File: config.mk
export PLATFORM = sky130hd
export DESIGN_NAME = pll_pfd_lock
export DESIGN_NICKNAME = d
export VERILOG_FILES = /design/src/rtl/pll_pfd_lock.sv
export SDC_FILE = /design/constraint.sdc
export NUM_CORES = 1
export LEC_CHECK = 0
export ABC_AREA = 1
export BUFFER_PORTS_ARGS = -buffer_cell sky130_fd_sc_hd__buf_2
export CELL_PAD_IN_SITES_DETAIL_PLACEMENT = 0
export CELL_PAD_IN_SITES_GLOBAL_PLACEMENT = 1
export CORE_MARGIN = 4
export CORE_UTILIZATION = 45
export CTS_CLUSTER_SIZE = 12
export DETAILED_ROUTE_END_ITERATION = 8
export PLACE_DENSITY = 0.77
export SYNTH_ARGS = -nofsm -noshare
export SYNTH_HDL_FRONTEND = slang
export SYNTH_SLANG_ARGS = --single-unit
File: constraint.sdc
create_clock -name clk -period 1.73 [get_ports clk]
set_input_delay 0 -clock clk [delete_from_list [all_inputs] [get_ports clk]]
set_output_delay 0 -clock clk [all_outputs]
set_load 0.005 [all_outputs]
File: src/rtl/pll_pfd_lock.sv
// Oversampled phase-frequency detector: UP/DN levels, signed phase error, cycle-slip strobe, lock monitor.
// Optional PLL_PFD_LOCK_HYST_EN: unlock needs two consecutive out-of-tolerance measurements.
module pll_pfd_lock #(
   parameter int ERR_W    = 8,
   parameter int LOCK_TOL = 2,
   parameter int LOCK_CNT = 8
) (
   input  logic                    clk,
   input  logic                    rst_n,
   input  logic                    ref_in,
   input  logic                    fb_in,
   output logic                    up,
   output logic                    dn,
   output logic signed [ERR_W-1:0] phase_err,
   output logic                    err_valid,
   output logic                    slip,
   output logic                    locked
);
   localparam int CW = ERR_W - 1;
   localparam logic [CW-1:0]    CNT_MAX  = '1;
   localparam logic [7:0]       LOCK_MAX = 8'(LOCK_CNT);
   localparam logic [ERR_W-1:0] TOL      = ERR_W'(LOCK_TOL);

   typedef enum logic [1:0] {IDLE, LEAD_REF, LEAD_FB} state_t;
   state_t state, state_nxt;

   logic [2:0]              ref_sync, fb_sync;
   logic                    ref_rise, fb_rise;
   logic [CW-1:0]           cnt, cnt_nxt, cnt_inc;
   logic signed [ERR_W-1:0] cnt_pos, err_nxt;
   logic                    ev_nxt, slip_nxt;
   logic [ERR_W-1:0]        err_mag;
   logic                    in_tol;
   logic [7:0]              lock_cnt, lock_inc;
`ifdef PLL_PFD_LOCK_HYST_EN
   logic                    miss;
`endif

   always_ff @(posedge clk or negedge rst_n) begin
      if (!rst_n) begin
         ref_sync <= '0;
         fb_sync  <= '0;
      end else begin
         ref_sync <= {ref_sync[1:0], ref_in};
         fb_sync  <= {fb_sync[1:0], fb_in};
      end
   end

   assign ref_rise = ref_sync[1] & ~ref_sync[2];
   assign fb_rise  = fb_sync[1] & ~fb_sync[2];
   assign cnt_inc  = (cnt == CNT_MAX) ? cnt : cnt + 1'b1;
   assign cnt_pos  = $signed({1'b0, cnt});

   always_comb begin
      state_nxt = state;
      cnt_nxt   = cnt;
      err_nxt   = phase_err;
      ev_nxt    = 1'b0;
      slip_nxt  = 1'b0;
      case (state)
         IDLE: begin
            if (ref_rise && fb_rise) begin
               ev_nxt  = 1'b1;
               err_nxt = '0;
            end else if (ref_rise) begin
               state_nxt = LEAD_REF;
               cnt_nxt   = CW'(1);
            end else if (fb_rise) begin
               state_nxt = LEAD_FB;
               cnt_nxt   = CW'(1);
            end
         end
         LEAD_REF: begin
            // A coincident ref rise reopens the next measurement without visiting IDLE
            if (fb_rise) begin
               ev_nxt  = 1'b1;
               err_nxt = cnt_pos;
               if (ref_rise) cnt_nxt = CW'(1);
               else          state_nxt = IDLE;
            end else if (ref_rise) begin
               slip_nxt = 1'b1;
               cnt_nxt  = CW'(1);
            end else begin
               cnt_nxt = cnt_inc;
            end
         end
         LEAD_FB: begin
            if (ref_rise) begin
               ev_nxt  = 1'b1;
               err_nxt = -cnt_pos;
               if (fb_rise) cnt_nxt = CW'(1);
               else         state_nxt = IDLE;
            end else if (fb_rise) begin
               slip_nxt = 1'b1;
               cnt_nxt  = CW'(1);
            end else begin
               cnt_nxt = cnt_inc;
            end
         end
         default: state_nxt = IDLE;
      endcase
   end

   always_ff @(posedge clk or negedge rst_n) begin
      if (!rst_n) begin
         state     <= IDLE;
         cnt       <= '0;
         up        <= 1'b0;
         dn        <= 1'b0;
         phase_err <= '0;
         err_valid <= 1'b0;
         slip      <= 1'b0;
      end else begin
         state     <= state_nxt;
         cnt       <= cnt_nxt;
         up        <= (state == LEAD_REF);
         dn        <= (state == LEAD_FB);
         phase_err <= err_nxt;
         err_valid <= ev_nxt;
         slip      <= slip_nxt;
      end
   end

   assign err_mag  = phase_err[ERR_W-1] ? $unsigned(-phase_err) : $unsigned(phase_err);
   assign in_tol   = (err_mag <= TOL);
   assign lock_inc = (lock_cnt == LOCK_MAX) ? lock_cnt : lock_cnt + 1'b1;

   // Lock monitor judges the registered error the cycle after its strobe; a slip wins outright
   always_ff @(posedge clk or negedge rst_n) begin
      if (!rst_n) begin
         lock_cnt <= '0;
         locked   <= 1'b0;
`ifdef PLL_PFD_LOCK_HYST_EN
         miss     <= 1'b0;
`endif
      end else if (slip_nxt) begin
         lock_cnt <= '0;
         locked   <= 1'b0;
`ifdef PLL_PFD_LOCK_HYST_EN
         miss     <= 1'b0;
`endif
      end else if (err_valid) begin
         if (in_tol) begin
            lock_cnt <= lock_inc;
            if (lock_inc == LOCK_MAX) locked <= 1'b1;
`ifdef PLL_PFD_LOCK_HYST_EN
            miss     <= 1'b0;
`endif
         end else begin
            lock_cnt <= '0;
`ifdef PLL_PFD_LOCK_HYST_EN
            if (locked && !miss) begin
               miss <= 1'b1;
            end else begin
               miss   <= 1'b0;
               locked <= 1'b0;
            end
`else
            locked   <= 1'b0;
`endif
         end
      end
   end
endmodule

==> results.txt, run 1 <==
Clk_skew: 0.01087 ns
VDD IR-drop max: 0.0008187 V
Post-route insts no fill: 405
Largest net degree at the start of global routing: 37
Synth warnings: 0
DR vias/cell: 5.032
Sequential share of power: 30.4%
Final WL: 5429 um
Design Area, Final: 2740 um2
CP max FO: 7
Residual DRC count: 0
WS Path Type: reg2reg
Sequential area share after synthesis: 38.67%
Run status: complete, no violations
Final Max Tran Viols: 0
Critical Path End Type: flop
Hold WC Path Type: in2async
Root Driver: clkbuf_8
Core box area: 4880 um2
All-Layer GR Usage: 18.80%
Top_reg_cell synth: dfrtp_1
Synthesis-stage register bit count: 36
WL/cell: 13.40 um
Via count: 2,038
P_sw: 1.803 mW
Fillcell total: 491
R2R Path End: cnt[3]$_DFFE_PN0P_
Cell-internal power: 2.152 mW
Total power: 3.955 mW
Clock latency on the worst-skew pair: 0.28 ns
R2r startpoint: state[1]$_DFFE_PN0P_
Final-stage net count: 352
Min Tclk post-route: 1.617 ns
Reg2Reg Setup Slack: 0.11 ns
Global-route wire length before repair: 9411 um
Diode count: 0
Gate power share: 55.3%
Post-placement cell area: 2556 um2
Input/output buffers: 16
Final hold slack: 0.3417 ns
Cell count after synthesis: 301
Final critical-path share of the clock period: 93.49%
Actual slew at the worst max-slew pin: 0.8137 ns
Num CTS Buffers: 5
Pwr dens: 1443 nW/um2
TritonCTS clock tree: built
Hold Fails Final Rpt: 0
Kind of cell adding the most delay to the critical path: flip-flops
H-tree levels: 2
Area grow syn2layout: 17.62%
Relative slew slack: 45.75%
Arrival time worst endpoint: 1.78 ns
Setup ws final: 0.1125 ns
Max-cap violations: 0
Rows: 25
CP max stage cell: dfrtp_1
Max stage delay on crit path: 0.39 ns
WP buf/inv: 2
Sw Share: 45.58%
Leakage power: 1.319 nW
# setup viols final: 0
Routability cong.: 0.8471
Library cells used by synthesis: 39
Die Width: 79.95 um
Top cells by area, synth: dfrtp_1 (39%), nand2_1 (12%), inv_1 (5.6%), ha_1 (5.4%), nand3_1 (5.2%)
Initial Utilization: 47.74%
Ys async rst share: 100.0%
Full die area: 6392 um2
Post-Syn Area: 2330 um2
Initial antenna violation count: 0
Clk slew on worst S/H paths: 0.08 ns
Area leader, netlist: dfrtp_1
Number of global-route vias before repair: 1,951
Syn_nets: 315
Dpl cells: 392
Most common cell in the synthesized netlist: nand2_1
Die Y: 79.95 um
Drt pass-1 iters: 4
Layout cells sized above 1: 22.49%
Fmax: 618.3 MHz
CTS Sinks: 36
CP cell instances: inv_1, ha_2, a31oi_2, nand2_2, inv_2, or2_0, a21boi_1
Worst reg2reg path depth: 7
RSZ-0062 raised after global routing: yes
Number of synthesized flops with an enable pin: 0
Synth top cells by count: nand2_1 (76), dfrtp_1 (36), inv_1 (35)
Iter 0 DRT Violations: 95
Avg Cell Area, Syn: 7.740 um2
Number of buffers on the longest clock path: 2
Data required, critical path: 1.89 ns
CP Launch Type: flop
ANT nets after route: 0
Clock Power Share: 14.3%
Pre-CTS setup slack: -0.04230 ns
Total gr overflow: 0
Top-area cell type share of the netlist area: 38.67%
Post-DP HPWL: 4077 um
I/O pins: 17
[per-layer routing]
layer / vias up / part of all wire (%) / global-route usage (%)
li1: 1060 / - / -
met1: 938 / 51 / 27.75
met2: 38 / 45 / 28.31
met3: 2 / 3.6 / 3.386
met4: 0 / 0.44 / 4.561
met5: - / 0 / 0
[sequential cells by signal (all words and copies together) (netlist names)]
register / count
cnt: 7
dn: 1
err_valid: 1
fb_sync: 3
lock_cnt: 8
locked: 1
phase_err: 8
ref_sync: 3
slip: 1
state: 2
up: 1
[cells by family (layout without fill, tap and decap cells)]
group	after synthesis	in the layout	synth area share, %
XOR/XNOR	5	5	1.880
AO/OA/AOI/OAI	57	57	14.77
buffers and inverters	48	85	8.271
adder cells (fa/ha/maj)	10	10	5.371
AND/OR/NAND/NOR	145	145	31.04
flip-flops	36	36	38.67
[power groups by stage]
stage	sequential (mW)	clock [mW]	combinational [mW]
finish	1.20	0.564	2.19
global route	1.23	0.617	2.46
CTS	1.20	0.576	2.04
detailed placement	1.22	0	2.01
global placement	1.21	0	2.01
floorplan	1.19	0	1.40
[timing repair]
action                                  4_1_cts  5_1_grt
hold buffers                                  3        0
gates resized for setup                       1       13
hold endpoints to repair                     38        0
setup buffers                                 0        3
endpoints found under the setup margin        4       14
[final cells by class]
| type | instances | area, um2 | share of cell area [%] |
|---|---|---|---|
| clock buffer | 6 | 72.57 | 2.648 |
| sequential | 36 | 900.9 | 32.88 |
| tap | 67 | 83.83 | 3.059 |
| clock inverter | 1 | 5.005 | 0.1826 |
| multi-input combinational | 217 | 1290 | 47.08 |
| inverter | 46 | 180.2 | 6.575 |
| timing repair buffer | 32 | 207.7 | 7.580 |
[metrics by stage]
stage	setup TNS, ns	utilization (%)
global placement	-0.2348	52.38
CTS	0	54.67
finish	0	56.15
detailed placement	-0.1673	52.38
floorplan	0	-
global route	-0.04261	56.15
[how the worst max path moves through the flow]
stage	startpoint	end	slack (ns)	depth (start not counted)
floorplan	state[1]$_DFFE_PN0P_	lock_cnt[2]$_DFFE_PN0P_	0.14	9
global placement	state[1]$_DFFE_PN0P_	cnt[4]$_DFFE_PN0P_	-0.06	6
detailed placement	state[1]$_DFFE_PN0P_	cnt[6]$_DFFE_PN0P_	-0.04	6
CTS	state[1]$_DFFE_PN0P_	cnt[3]$_DFFE_PN0P_	0.05	7
global route	state[0]$_DFFE_PN0P_	cnt[6]$_DFFE_PN0P_	-0.03	12
finish	state[1]$_DFFE_PN0P_	cnt[3]$_DFFE_PN0P_	0.11	7
[cell usage in the layout (no fill, tap or decap), types with 3 or more instances in the layout]
master | Yosys | layout
nor2_2 | 1 | 4
buf_2 | 1 | 16
nor2_4 | 3 | 3
ha_1 | 10 | 7
clkbuf_8 | 0 | 5
buf_4 | 1 | 13
dlygate4sd3_1 | 0 | 3
nand2_2 | 2 | 3
inv_1 | 35 | 34
dfrtp_1 | 36 | 36
o211ai_1 | 4 | 4
nor2_1 | 20 | 17
nand2_1 | 76 | 75
or2_0 | 3 | 3
xor2_1 | 5 | 5
a21oi_1 | 14 | 13
o21ai_0 | 23 | 21
nand3_1 | 24 | 23
inv_2 | 9 | 10
nand2_4 | 5 | 5
o21ai_1 | 1 | 3
(Power assumes the default switching activity.)
==> run 2, diff against run 1 <==
--- a/config.mk
+++ b/config.mk
@@ -7,6 +7,7 @@
 export LEC_CHECK = 0
 export ABC_AREA = 1
 export BUFFER_PORTS_ARGS = -buffer_cell sky130_fd_sc_hd__buf_2
+export CAP_MARGIN = 0
 export CELL_PAD_IN_SITES_DETAIL_PLACEMENT = 0
 export CELL_PAD_IN_SITES_GLOBAL_PLACEMENT = 1
 export CORE_MARGIN = 4
@@ -14,6 +15,7 @@
 export CTS_CLUSTER_SIZE = 12
 export DETAILED_ROUTE_END_ITERATION = 8
 export PLACE_DENSITY = 0.77
+export SKIP_CTS_REPAIR_TIMING = 1
 export SYNTH_ARGS = -nofsm -noshare
 export SYNTH_HDL_FRONTEND = slang
 export SYNTH_SLANG_ARGS = --single-unit
==> constraint.sdc (replaced) <==
create_clock -name clk -period 1.73 [get_ports clk]
set_input_delay 0.346 -clock clk [delete_from_list [all_inputs] [get_ports clk]]
set_output_delay 0.346 -clock clk [all_outputs]
set_load 0.005 [all_outputs]
==> run 2 against run 1 <==
Net effect:
- clock-buffer cell count rose by 2
- power up 0.27%
- first-iteration DRC count up 14%
- worst setup slack got worse by 0.036 ns
- sequential power about the same
- clock skew fell by 0.0034 ns
- via count grew 0.34%
- fmax down 2.2%
- utilization increased by 0.051 points
- routed wire length fell by 5.4%
- sequential share of layout area about the same
==> results.txt, run 2 (synthesis gave the netlist of run 1 again) <==
CTS Sinks: 36 (unchanged)
Final Max Tran Viols: 0 (unchanged)
Layout cells sized above 1: 23.15% (+0.66 points)
Hold Fails Final Rpt: 0 (unchanged)
Hold WC Path Type: in2async
Drt pass-1 iters: 5 (+1)
R2r startpoint: state[0]$_DFFE_PN0P_
Stages on worst setup path: 6 (-1)
Top Registers: lock_cnt (8), phase_err (8), cnt (7)
Full die area: 6392 um2 (unchanged)
CP max FO: 7 (unchanged)
Relative slew slack: 67.86% (+22 points)
Clk_skew: 0.007501 ns (-0.003366 ns)
WL/cell: 12.71 um (-5.2%)
Final-stage net count: 350 (-0.57%)
Post-placement cell area: 2576 um2 (+0.78%)
H-tree levels: 2 (unchanged)
ANT nets after route: 0 (unchanged)
Max-cap violations: 0 (unchanged)
Setup ws final: 0.07675 ns (-0.03579 ns)
Die Y: 79.95 um (unchanged)
TritonCTS clock tree: built
Critical Path End Type: flop
R2R Path End: cnt[6]$_DFFE_PN0P_
Clk slew on worst S/H paths: 0.07 ns (about the same)
Leakage power: 1.321 nW (+0.12%)
Number of global-route vias before repair: 1,831 (-6.2%)
Final hold slack: 0.01341 ns (-0.3283 ns)
Max stage delay on crit path: 0.40 ns (about the same)
Crit path from: state[0]$_DFFE_PN0P_
Final core utilization: 56.21% (about the same)
Global-route wire length before repair: 8852 um (-5.9%)
Area grow syn2layout: 17.72% (about the same)
DR vias/cell: 5.062 (+0.59%)
Crit path to: cnt[6]$_DFFE_PN0P_
Data required, critical path: 1.90 ns (about the same)
All-Layer GR Usage: 17.65% (-1.2 points)
Fmax: 604.9 MHz (-2.2%)
Worst reg2reg path depth: 6 (-1)
Kind of cell adding the most delay to the critical path: compound AO/OA/AOI/OAI gates
Initial antenna violation count: 0 (unchanged)
VDD IR-drop max: 0.0007834 V (-4.3%)
Pwr dens: 1446 nW/um2 (+0.18%)
Post-DP HPWL: 3931 um (-3.6%)
Final critical-path share of the clock period: 95.56% (+2.1 points)
Commonest cells after routing, fill and taps aside: nand2_1 (76), dfrtp_1 (35), inv_1 (33), nand3_1 (24), o21ai_0 (20)
Fillcell total: 470 (-4.3%)
Clock latency on the worst-skew pair: 0.28 ns (about the same)
I/O pins: 17 (unchanged)
Residual DRC count: 0 (unchanged)
Via count: 2,045 (+0.34%)
Actual slew at the worst max-slew pin: 0.4821 ns (-0.3316 ns)
WS Path Type: reg2reg
Num CTS Buffers: 5 (unchanged)
RSZ-0062 raised after global routing: yes
Final WL: 5136 um (-5.4%)
Rows: 25 (unchanged)
Arrival time worst endpoint: 1.82 ns (+0.04 ns)
Most common cell after layout, fill and taps aside: nand2_1
Routability cong.: 0.7861 (-7.2%)
Root Driver: clkbuf_8
Pre-CTS setup slack: -0.09093 ns (-0.04863 ns)
Core box area: 4880 um2 (unchanged)
Total power: 3.965 mW (+0.27%)
Run status: complete, no violations
Die Width: 79.95 um (unchanged)
Iter 0 DRT Violations: 108 (+14%)
CP max stage cell: dfrtp_1
Diode count: 0 (unchanged)
# setup viols final: 0 (unchanged)
WP buf/inv: 1 (-1)
Initial Utilization: 47.74% (unchanged)
CP Launch Type: flop
Input/output buffers: 16 (unchanged)
Min Tclk post-route: 1.653 ns (+0.03580 ns)
Design Area, Final: 2743 um2 (about the same)
CP cell instances: buf_4, ha_4, a31oi_2, nand2_2, a21oi_2, o21ai_0
Reg2Reg Setup Slack: 0.08 ns (-0.04 ns)
Total gr overflow: 0 (unchanged)
Number of buffers on the longest clock path: 2 (unchanged)
Largest net degree at the start of global routing: 21 (-43%)
run 2: cell types whose count changed in the layout (fill, tap and decap cells not counted), sizes merged:
cell and delta:
buf +1, clkbuf +2, dlygate4sd3 -3, clkinv -1
run 2: layout make-up:
type	instances	area (um2)	area share, %
sequential	36	902.1	32.89
timing repair buffer	30	197.7	7.208
multi-input combinational	217	1289	46.99
clock buffer	8	90.09	3.285
inverter	46	180.2	6.569
tap	67	83.83	3.057
run 2: worst reg2reg max path, cell delays in order, from the launching register on:
cell and delay (ns):
dfrtp_1 0.40, buf_4 0.15, ha_4 0.19, a31oi_2 0.29, nand2_2 0.18, a21oi_2 0.22, o21ai_0 0.11
run 2: how the worst min path moves through the flow:
stage                     startpoint                      end  slack, ns  cells after the start
after floorplan                rst_n       cnt[0]$_DFFE_PN0P_       0.05                      0
after global placement         rst_n  lock_cnt[4]$_DFFE_PN0P_       0.34                      1
after detailed placement       rst_n  lock_cnt[4]$_DFFE_PN0P_       0.33                      1
after CTS                      rst_n  lock_cnt[4]$_DFFE_PN0P_       0.02                      1
after global routing           rst_n  lock_cnt[4]$_DFFE_PN0P_       0.03                      1
final                          rst_n  lock_cnt[4]$_DFFE_PN0P_       0.01                      1
run 2: per-layer routing:
| metal | up-vias | routed length (um) | track usage [%] |
|---|---|---|---|
| met2 | 41 | 2178 | 25.00 |
| met3 | 8 | 222 | 3.499 |
| met5 | - | 0 | 0 |
| li1 | 1049 | - | - |
| met1 | 947 | 2661 | 26.64 |
| met4 | 0 | 74 | 5.574 |
run 2: per-stage QoR:
step,std cells,TNS (ns)
after floorplan,301,0
after global placement,393,-0.2284
after detailed placement,393,-0.3017
after CTS,401,-0.2952
after global routing,404,-0.03883
final,404,0
run 2: where the power goes:
group | leakage [nW] | switching [mW] | internal, mW
Combinational | 0.802 | 1.31 | 0.840
Sequential | 0.473 | 0.171 | 1.03
Clock | 0.0455 | 0.280 | 0.325
Total | 1.32 | 1.77 | 2.20
